**src/rtl/serial_pattern_tx.sv**
```systemverilog
// Serial bit-pattern transmitter: shifts a captured pattern out MSB-first,
// repeating it a programmed number of times with optional zero gaps between.
module serial_pattern_tx #(
  parameter int W  = 8,
  parameter int LW = 4
) (
  input  logic          clk,
  input  logic          rst,
  input  logic          start,
  input  logic          abort,
  input  logic [W-1:0]  pat_in,
  input  logic [LW-1:0] pat_len,
  input  logic [7:0]    rep,
  input  logic [3:0]    gap,
  output logic          o,
  output logic          o_vld,
  output logic          frame_start,
  output logic          busy,
  output logic          done
);

  typedef enum logic [1:0] {
    S_IDLE,
    S_SHIFT,
    S_GAP,
    S_DONE
  } state_t;

  localparam logic [LW-1:0] W_L   = LW'(W);
  localparam logic [LW-1:0] ONE_L = LW'(1);

  state_t        state;
  logic [W-1:0]  pat_r;
  logic [LW-1:0] len_r;
  logic [7:0]    rep_r;
  logic [3:0]    gap_r;
  logic [LW-1:0] bit_idx;
  logic [3:0]    gap_cnt;

  logic [LW-1:0] len_clamped;
  logic [LW-1:0] first_idx;
  logic [7:0]    rep_next;

  // Select one pattern bit by an LW-wide index without a mismatched-width part select.
  function automatic logic pick_bit(input logic [W-1:0] p, input logic [LW-1:0] idx);
    logic r;
    r = 1'b0;
    for (int i = 0; i < W; i++) begin
      if (idx == LW'(i)) r = p[i];
    end
    return r;
  endfunction

  always_comb begin
    len_clamped = (pat_len > W_L) ? W_L : pat_len;
    first_idx   = len_r - ONE_L;
    rep_next    = rep_r - 8'd1;
  end

  // Single FSM: every output is a register updated alongside the state.
  always_ff @(posedge clk) begin
    if (rst) begin
      state       <= S_IDLE;
      pat_r       <= '0;
      len_r       <= '0;
      rep_r       <= '0;
      gap_r       <= '0;
      bit_idx     <= '0;
      gap_cnt     <= '0;
      o           <= 1'b0;
      o_vld       <= 1'b0;
      frame_start <= 1'b0;
      busy        <= 1'b0;
      done        <= 1'b0;
    end else if (abort && state != S_IDLE) begin
      state       <= S_IDLE;
      o           <= 1'b0;
      o_vld       <= 1'b0;
      frame_start <= 1'b0;
      busy        <= 1'b0;
      done        <= 1'b0;
    end else begin
      case (state)
        S_IDLE: begin
          if (start && pat_len != '0 && rep != 8'd0) begin
            pat_r       <= pat_in;
            len_r       <= len_clamped;
            rep_r       <= rep;
            gap_r       <= gap;
            bit_idx     <= len_clamped - ONE_L;
            o           <= pick_bit(pat_in, len_clamped - ONE_L);
            o_vld       <= 1'b1;
            frame_start <= 1'b1;
            busy        <= 1'b1;
            state       <= S_SHIFT;
          end
        end

        S_SHIFT: begin
          frame_start <= 1'b0;
          if (bit_idx != '0) begin
            bit_idx <= bit_idx - ONE_L;
            o       <= pick_bit(pat_r, bit_idx - ONE_L);
          end else begin
            // Bit 0 just went out: this repetition is complete.
            rep_r <= rep_next;
            if (rep_next == 8'd0) begin
              state <= S_DONE;
              o     <= 1'b0;
              o_vld <= 1'b0;
              done  <= 1'b1;
            end else if (gap_r == 4'd0) begin
              bit_idx     <= first_idx;
              o           <= pick_bit(pat_r, first_idx);
              frame_start <= 1'b1;
            end else begin
              state   <= S_GAP;
              gap_cnt <= gap_r;
              o       <= 1'b0;
              o_vld   <= 1'b0;
            end
          end
        end

        S_GAP: begin
          if (gap_cnt == 4'd1) begin
            state       <= S_SHIFT;
            bit_idx     <= first_idx;
            o           <= pick_bit(pat_r, first_idx);
            o_vld       <= 1'b1;
            frame_start <= 1'b1;
          end else begin
            gap_cnt <= gap_cnt - 4'd1;
          end
        end

        S_DONE: begin
          state <= S_IDLE;
          done  <= 1'b0;
          busy  <= 1'b0;
        end

        default: begin
          state <= S_IDLE;
        end
      endcase
    end
  end

endmodule

```
**config.mk**
```make
export PLATFORM = sky130hd
export DESIGN_NAME = serial_pattern_tx
export DESIGN_NICKNAME = d
export VERILOG_FILES = /design/src/rtl/serial_pattern_tx.sv
export SDC_FILE = /design/constraint.sdc
export NUM_CORES = 1
export LEC_CHECK = 0
export ABC_AREA = 1
export CORE_ASPECT_RATIO = 0.9
export CORE_UTILIZATION = 58
export CTS_BUF_LIST = sky130_fd_sc_hd__clkbuf_2 sky130_fd_sc_hd__clkbuf_4 sky130_fd_sc_hd__clkbuf_8
export DETAILED_ROUTE_END_ITERATION = 6
export PLACE_DENSITY = 0.87
export SLEW_MARGIN = 20
export SYNTH_ARGS = -nofsm -noshare
export SYNTH_HDL_FRONTEND = slang
export SYNTH_SLANG_ARGS = --single-unit
export TNS_END_PERCENT = 10
```
**constraint.sdc**
```tcl
create_clock -name clk -period 2.27 [get_ports clk]
set_clock_uncertainty 0.05 [all_clocks]
set_input_delay 0.227 -clock clk [delete_from_list [all_inputs] [get_ports clk]]
set_output_delay 0.227 -clock clk [all_outputs]
set_load 0.005 [all_outputs]
```
## Word level (Yosys, flattened, before mapping)

Cells that the tools add are included.
W data, S select, Z words.

- Add/subtract/negate cells: 5
- Magnitude comparators: 1
- Equality and inequality tests: 35
- Multiplexer cells: 65
- Bitwise logic cells: 1
- Reduce and logical (&&, ||, !) cells: 28

Operators with widths:

| operator | number |
|---|---|
| $eq A4 B3 Y1 const B | 12 |
| $mux W4 | 10 |
| $mux W1 | 39 |
| $eq A4 B2 Y1 const B | 6 |
| $eq A4 B1 Y1 const B | 4 |
| $logic_not A4 Y1 | 4 |
| $mux W8 | 2 |
| $pmux W8 S2 | 1 |
| $sub A4 B1 Y4 const B | 4 |
| $ne A2 B2 Y1 const B | 7 |
| $pmux W4 S3 | 1 |
| $reduce_and A6 Y1 | 2 |
| $mux W2 | 5 |
| $reduce_bool A2 Y1 | 5 |
| $ne A3 B3 Y1 const B | 3 |
| $pmux W1 S3 | 3 |
| $reduce_and A3 Y1 | 3 |
| $logic_not A8 Y1 | 1 |
| $pmux W2 S4 | 1 |
| $pmux W4 S2 | 1 |
| $reduce_and A4 Y1 | 2 |
| $reduce_bool A4 Y1 | 2 |
| $reduce_bool A8 Y1 | 1 |
| $sub A8 B1 Y8 const B | 1 |
| other kinds (11) | 15 |

- Flip-flop bits (word level): 39
- Input bits: 28
- Output and inout bits: 5
- Word-level logic and storage cells: 147

## Depth between registers and ports, before layout

- Depth in word-level cells: 14
- Mapped depth: 15
- Gate-level depth less buffers: 15

## Worst setup path before layout

No wires, ideal clock.

- Path kind: register to register
- Start point: reg rep_r[0]
- End point: reg state[1]
- Setup time: 70 ps
- Data arrival time: 1681 ps
- Data required time: 2150 ps
- Path slack: 469 ps
- Cell stages (with the launch flop): 11
- Path buffers: 0
- Period minus slack after synthesis: 1801 ps
- Path through: dfxtp_1 -> inv_1 -> ha_1 -> xnor2_1 -> nand3_2 -> nor2_4 -> nand3_2 -> nand2_2 -> nand4_4 -> or2_0 -> a21oi_1

- Longest elaborated chain between the ends: 5
- Elaborated cells on any way between the ends: 7
- Classes of those cells: 1 x add/sub; 1 x eq/ne; 3 x mux; 2 x reduce/logical

RTL lines:

| item | line | RTL |
|---|---|---|
| from (decl) | 35 | `logic [7:0] rep_r;` |
| from (signal assigned) | 88 | `rep_r <= rep;` |
| from (signal assigned) | 106 | `rep_r <= rep_next;` |
| $sub A8 B1 Y8 * | 57 | `rep_next = rep_r - 8'd1;` |
| $logic_not A8 Y1 * | 107 | `if (rep_next == 8'd0) begin` |
| $mux W2 | 107 |  |
| $mux W2 | 101 | `if (bit_idx != '0) begin` |
| $pmux W2 S4 | 83 | `case (state)` |
| to (signal assigned) | 95 | `state <= S_SHIFT;` |
| to (signal assigned) | 108 | `state <= S_DONE;` |
| to (signal assigned) | 117 | `state <= S_GAP;` |
| to (decl) | 32 | `state_t state;` |

Every way passes the cells marked *; elsewhere a longest branch is shown, timed or not. The select of a mux whose other input is x is not followed.
A chain may end at the register's enable or synchronous reset.

## Final worst setup path

- Start point: reg bit_idx[0]
- End point: reg rep_r[2]

- Longest elaborated chain between the ends: 3

RTL lines:

| item | line | RTL |
|---|---|---|
| from (decl) | 37 | `logic [LW-1:0] bit_idx;` |
| from (signal assigned) | 90 | `bit_idx <= len_clamped - ONE_L;` |
| from (signal assigned) | 102 | `bit_idx <= bit_idx - ONE_L;` |
| from (signal assigned) | 113 | `bit_idx <= first_idx;` |
| $reduce_bool A4 Y1 | 101 |  |
| $ne A2 B2 Y1 (no source line) | n/a |  |
| $reduce_and A4 Y1 (no source line) | n/a |  |

Every way passes these cells.

==> impl_metrics.yaml <==
outcome:
  result_of_the_run: "finished clean"
clocking:
  cts_buffer_depth: 2
  cts_tree: "built"
  cts.htree.levels: 2
  post_cts_hold_buffer_count: 0
  cts-buffers-inserted: 5
  cts_sinks: 39
  insertion_delay_ps: 290
  cts-root-buf: "sky130_fd_sc_hd__clkbuf_8"
  clkSlewWorstSetupHoldPaths_ps: 80
synthesis:
  netlist_top_cells_count: "sky130_fd_sc_hd__nand2_1, sky130_fd_sc_hd__inv_1, sky130_fd_sc_hd__a21oi_1, sky130_fd_sc_hd__dfxtp_1, sky130_fd_sc_hd__o21ai_0"
  synth_top_cell_by_area: "sky130_fd_sc_hd__dfxtp_1"
  synth_async_sr_flop_share: 0
  syn_nets: 430
  synth_area_leaders: "sky130_fd_sc_hd__dfxtp_1, sky130_fd_sc_hd__nand2_1, sky130_fd_sc_hd__a21oi_1, sky130_fd_sc_hd__ha_1, sky130_fd_sc_hd__inv_1"
  postSynthAreaPerCell_um2: 6.783
  syn_area_um2: 2591
  ys_dominant_reg_cell: "sky130_fd_sc_hd__dfxtp_1"
  count_of_distinct_cell_types_in_the_synthesized_netlist: 34
  yosys.cell_count.top_type: "sky130_fd_sc_hd__nand2_1"
  area_fraction_of_the_dominant_cell_type_after_synthesis: 0.3013
  synth.yosys.seq_area_share: 0.3013
  number_of_flops_mapped_to_enable_cells_by_yosys: 0
  synth_warnings: 0
  synthesis.instances: 382
  synth.ff_latch_count: 39
power:
  static-leakage-power_nw: 1.386
  vdd_drop_max_mv: 0.6762
  pwr_density_cell_nw_per_um2: 1172
finish:
  area_delta_synth_final_pct: 22.60
  layout-drive-gt1-share: 0.09859
  antenna-diode-count: 0
  design_area_final_um2: 3177
  num-nets-final: 473
global_routing:
  grt_use_total: 0.3103
  vias_in_the_first_global_route: 2545
  globalRouteOverflowTotal: 0
  pin_count_of_the_biggest_net_entering_global_routing: 24
  grt_pass1_wl_um: 11410
  antenna_violations_before_repair: 0
flow_run:
  cap_viol_max_count: 0
hold_path:
  hold_path_class: "reg2reg"
  worst_hold_path.num_cells: 2
placement:
  dpl_cell_area_um2: 3042
  routabilityCongestion: 0.9963
  io_buffers: 32
  place.detailed.hpwl_um: 5242
timing:
  post-route-min-period_ps: 2057
  setup-tns-final_ps: 0
  setup_viol: 0
  timing_worst_slew_pin_value_ps: 592.3
  finalHoldViolCount: 0
  max-slew-margin-rel: 0.6047
  period_share: 0.9060
  timing.final.max_slew_violations: 0
  timing.fmax_mhz: 486.2
routing:
  drt_iter0_markers: 244
  post_drt_wl_per_cell_um: 13.83
  vias: 2743
  ant_nets: 0
  post_drt_via_cell_ratio: 5.644
  detail_route.first_pass.iterations: 5
  remaining_drc_errors: 0
  route.final.wire_length_um: 6721
floorplanning:
  core_region_area_um2: 4184
  dieHeight_um: 65.41
  die_x_um: 72.46
  i_o_pin_cnt: 33
  die-area_um2: 4739
  initial_core_util: 0.6193
  placement_rows: 22
critical_path:
  element_type_at_the_critical_path_start: "register"
  crit_path_max_fanout: 14
  reg2reg_setup_slack_ps: 210
  crit_buf_inv: 2
  worst_ep_arrival_time_ps: 2230
  cp_cell_sequence: "inv_1 > ha_2 > nand3_1 > nand2_2 > nand2_1 > a21oi_1 > nand2_1 > inv_2 > o21ai_0 > a21oi_1"
  crit_path_end_kind: "register"
  critPathSlowestCell: "sky130_fd_sc_hd__dfxtp_1"
  cp_num_cells: 10
  cp_slowest_stage_delay_ps: 330
  worstPathRequired_ps: 2440
  setup.worst_path.class: "reg2reg"
  r2r.worst_path.cells: 10
  path_delay_family: "simple AND/OR/NAND/NOR gates"
[final cells by class]
cell class	count	area (µm²)
Tap cell	60	75.07
Sequential cell	39	780.7
Multi-Input combinational cell	275	1568
Clock buffer	6	82.58
Clock inverter	2	35.03
Fill cell	338	1007
Inverter	60	225.2
Timing Repair Buffer	44	410.4
[per-stage QoR]
| stage | power (mW) | hold slack (ps) | setup WS (ps) | utilization | instances |
|---|---|---|---|---|---|
| final | 3.722 | 422.8 | 213.3 | 0.7593 | 486 |
| after global routing | 4.018 | 451.8 | -2.923 | 0.7593 | 486 |
| after CTS | 3.643 | 428.2 | 111.0 | 0.7551 | 486 |
| after detailed placement | 3.026 | 414.3 | 94.45 | 0.7270 | 478 |
| after global placement | 2.948 | 410.0 | 207.0 | 0.7270 | 478 |
| after floorplan | 2.465 | 321.6 | 469.3 | - | 382 |
[routing by layer]
layer  wire [µm]  track usage  share of wire
met5           0            0              0
met4          97      0.09804          0.014
met3         492      0.05368          0.073
met2        2958       0.4813           0.44
met1        3174       0.4360           0.47
[registers in the layout, summed over array words and instances (netlist names)]
signal,flops
gap_r,4
busy,1
o_vld,1
o,1
done,1
bit_idx,4
state,2
len_r,4
gap_cnt,4
pat_r,8
frame_start,1
rep_r,8
[path summary, 6_finish.rpt]
kind / end / startpoint
worst max register to register: rep_r[2] / bit_idx[0]
worst min register to register: gap_r[3] / gap_r[3]
worst max-delay path: rep_r[2] / bit_idx[0]
worst min-delay path: gap_r[3] / gap_r[3]
[layout by cell type (no fill, tap or decap), drive strengths merged, types with 2 or more instances in the layout]
cell and n:
a211oi 2, a21oi 52, a31oi 8, buf 12, clkbuf 6, clkdlybuf4s50 32
dfxtp 39, ha 20, inv 60, nand2 82, nand3 26, nand4 5
nor2 19, nor3 6, nor4 2, o21ai 36, o21bai 2, o221ai 2
or2 2, xnor2 3, xor2 3
[cell families after synthesis]
family                   after synthesis  share of synthesized area
XOR/XNOR                               6                    0.02028
adder cells (fa/ha/maj)               20                    0.09657
flip-flops                            39                     0.3013
buffers and inverters                 68                     0.1004
AND/OR/NAND/NOR                      142                     0.2588
AO/OA/AOI/OAI                        107                     0.2226
[repair_timing]
action / 4_1_cts / 5_1_grt
buffers inserted: 0 / 0
setup endpoints to repair: 0 / 4
gates resized for setup: 0 / 4
[power breakdown]
part	leakage [nW]	switching (mW)	total, mW	internal [mW]
clock network	0.0612	0.254	0.610	0.356
logic	1.00	1.25	2.03	0.787
registers	0.322	0.186	1.08	0.892
total	1.39	1.69	3.72	2.03
[worst min-delay path, delay by kind of cell (launching register included)]
family          cells  cell delay, ps
compound gates      1              50
buf+inv             1              60
flops               1             310
(Power assumes the default switching activity.)
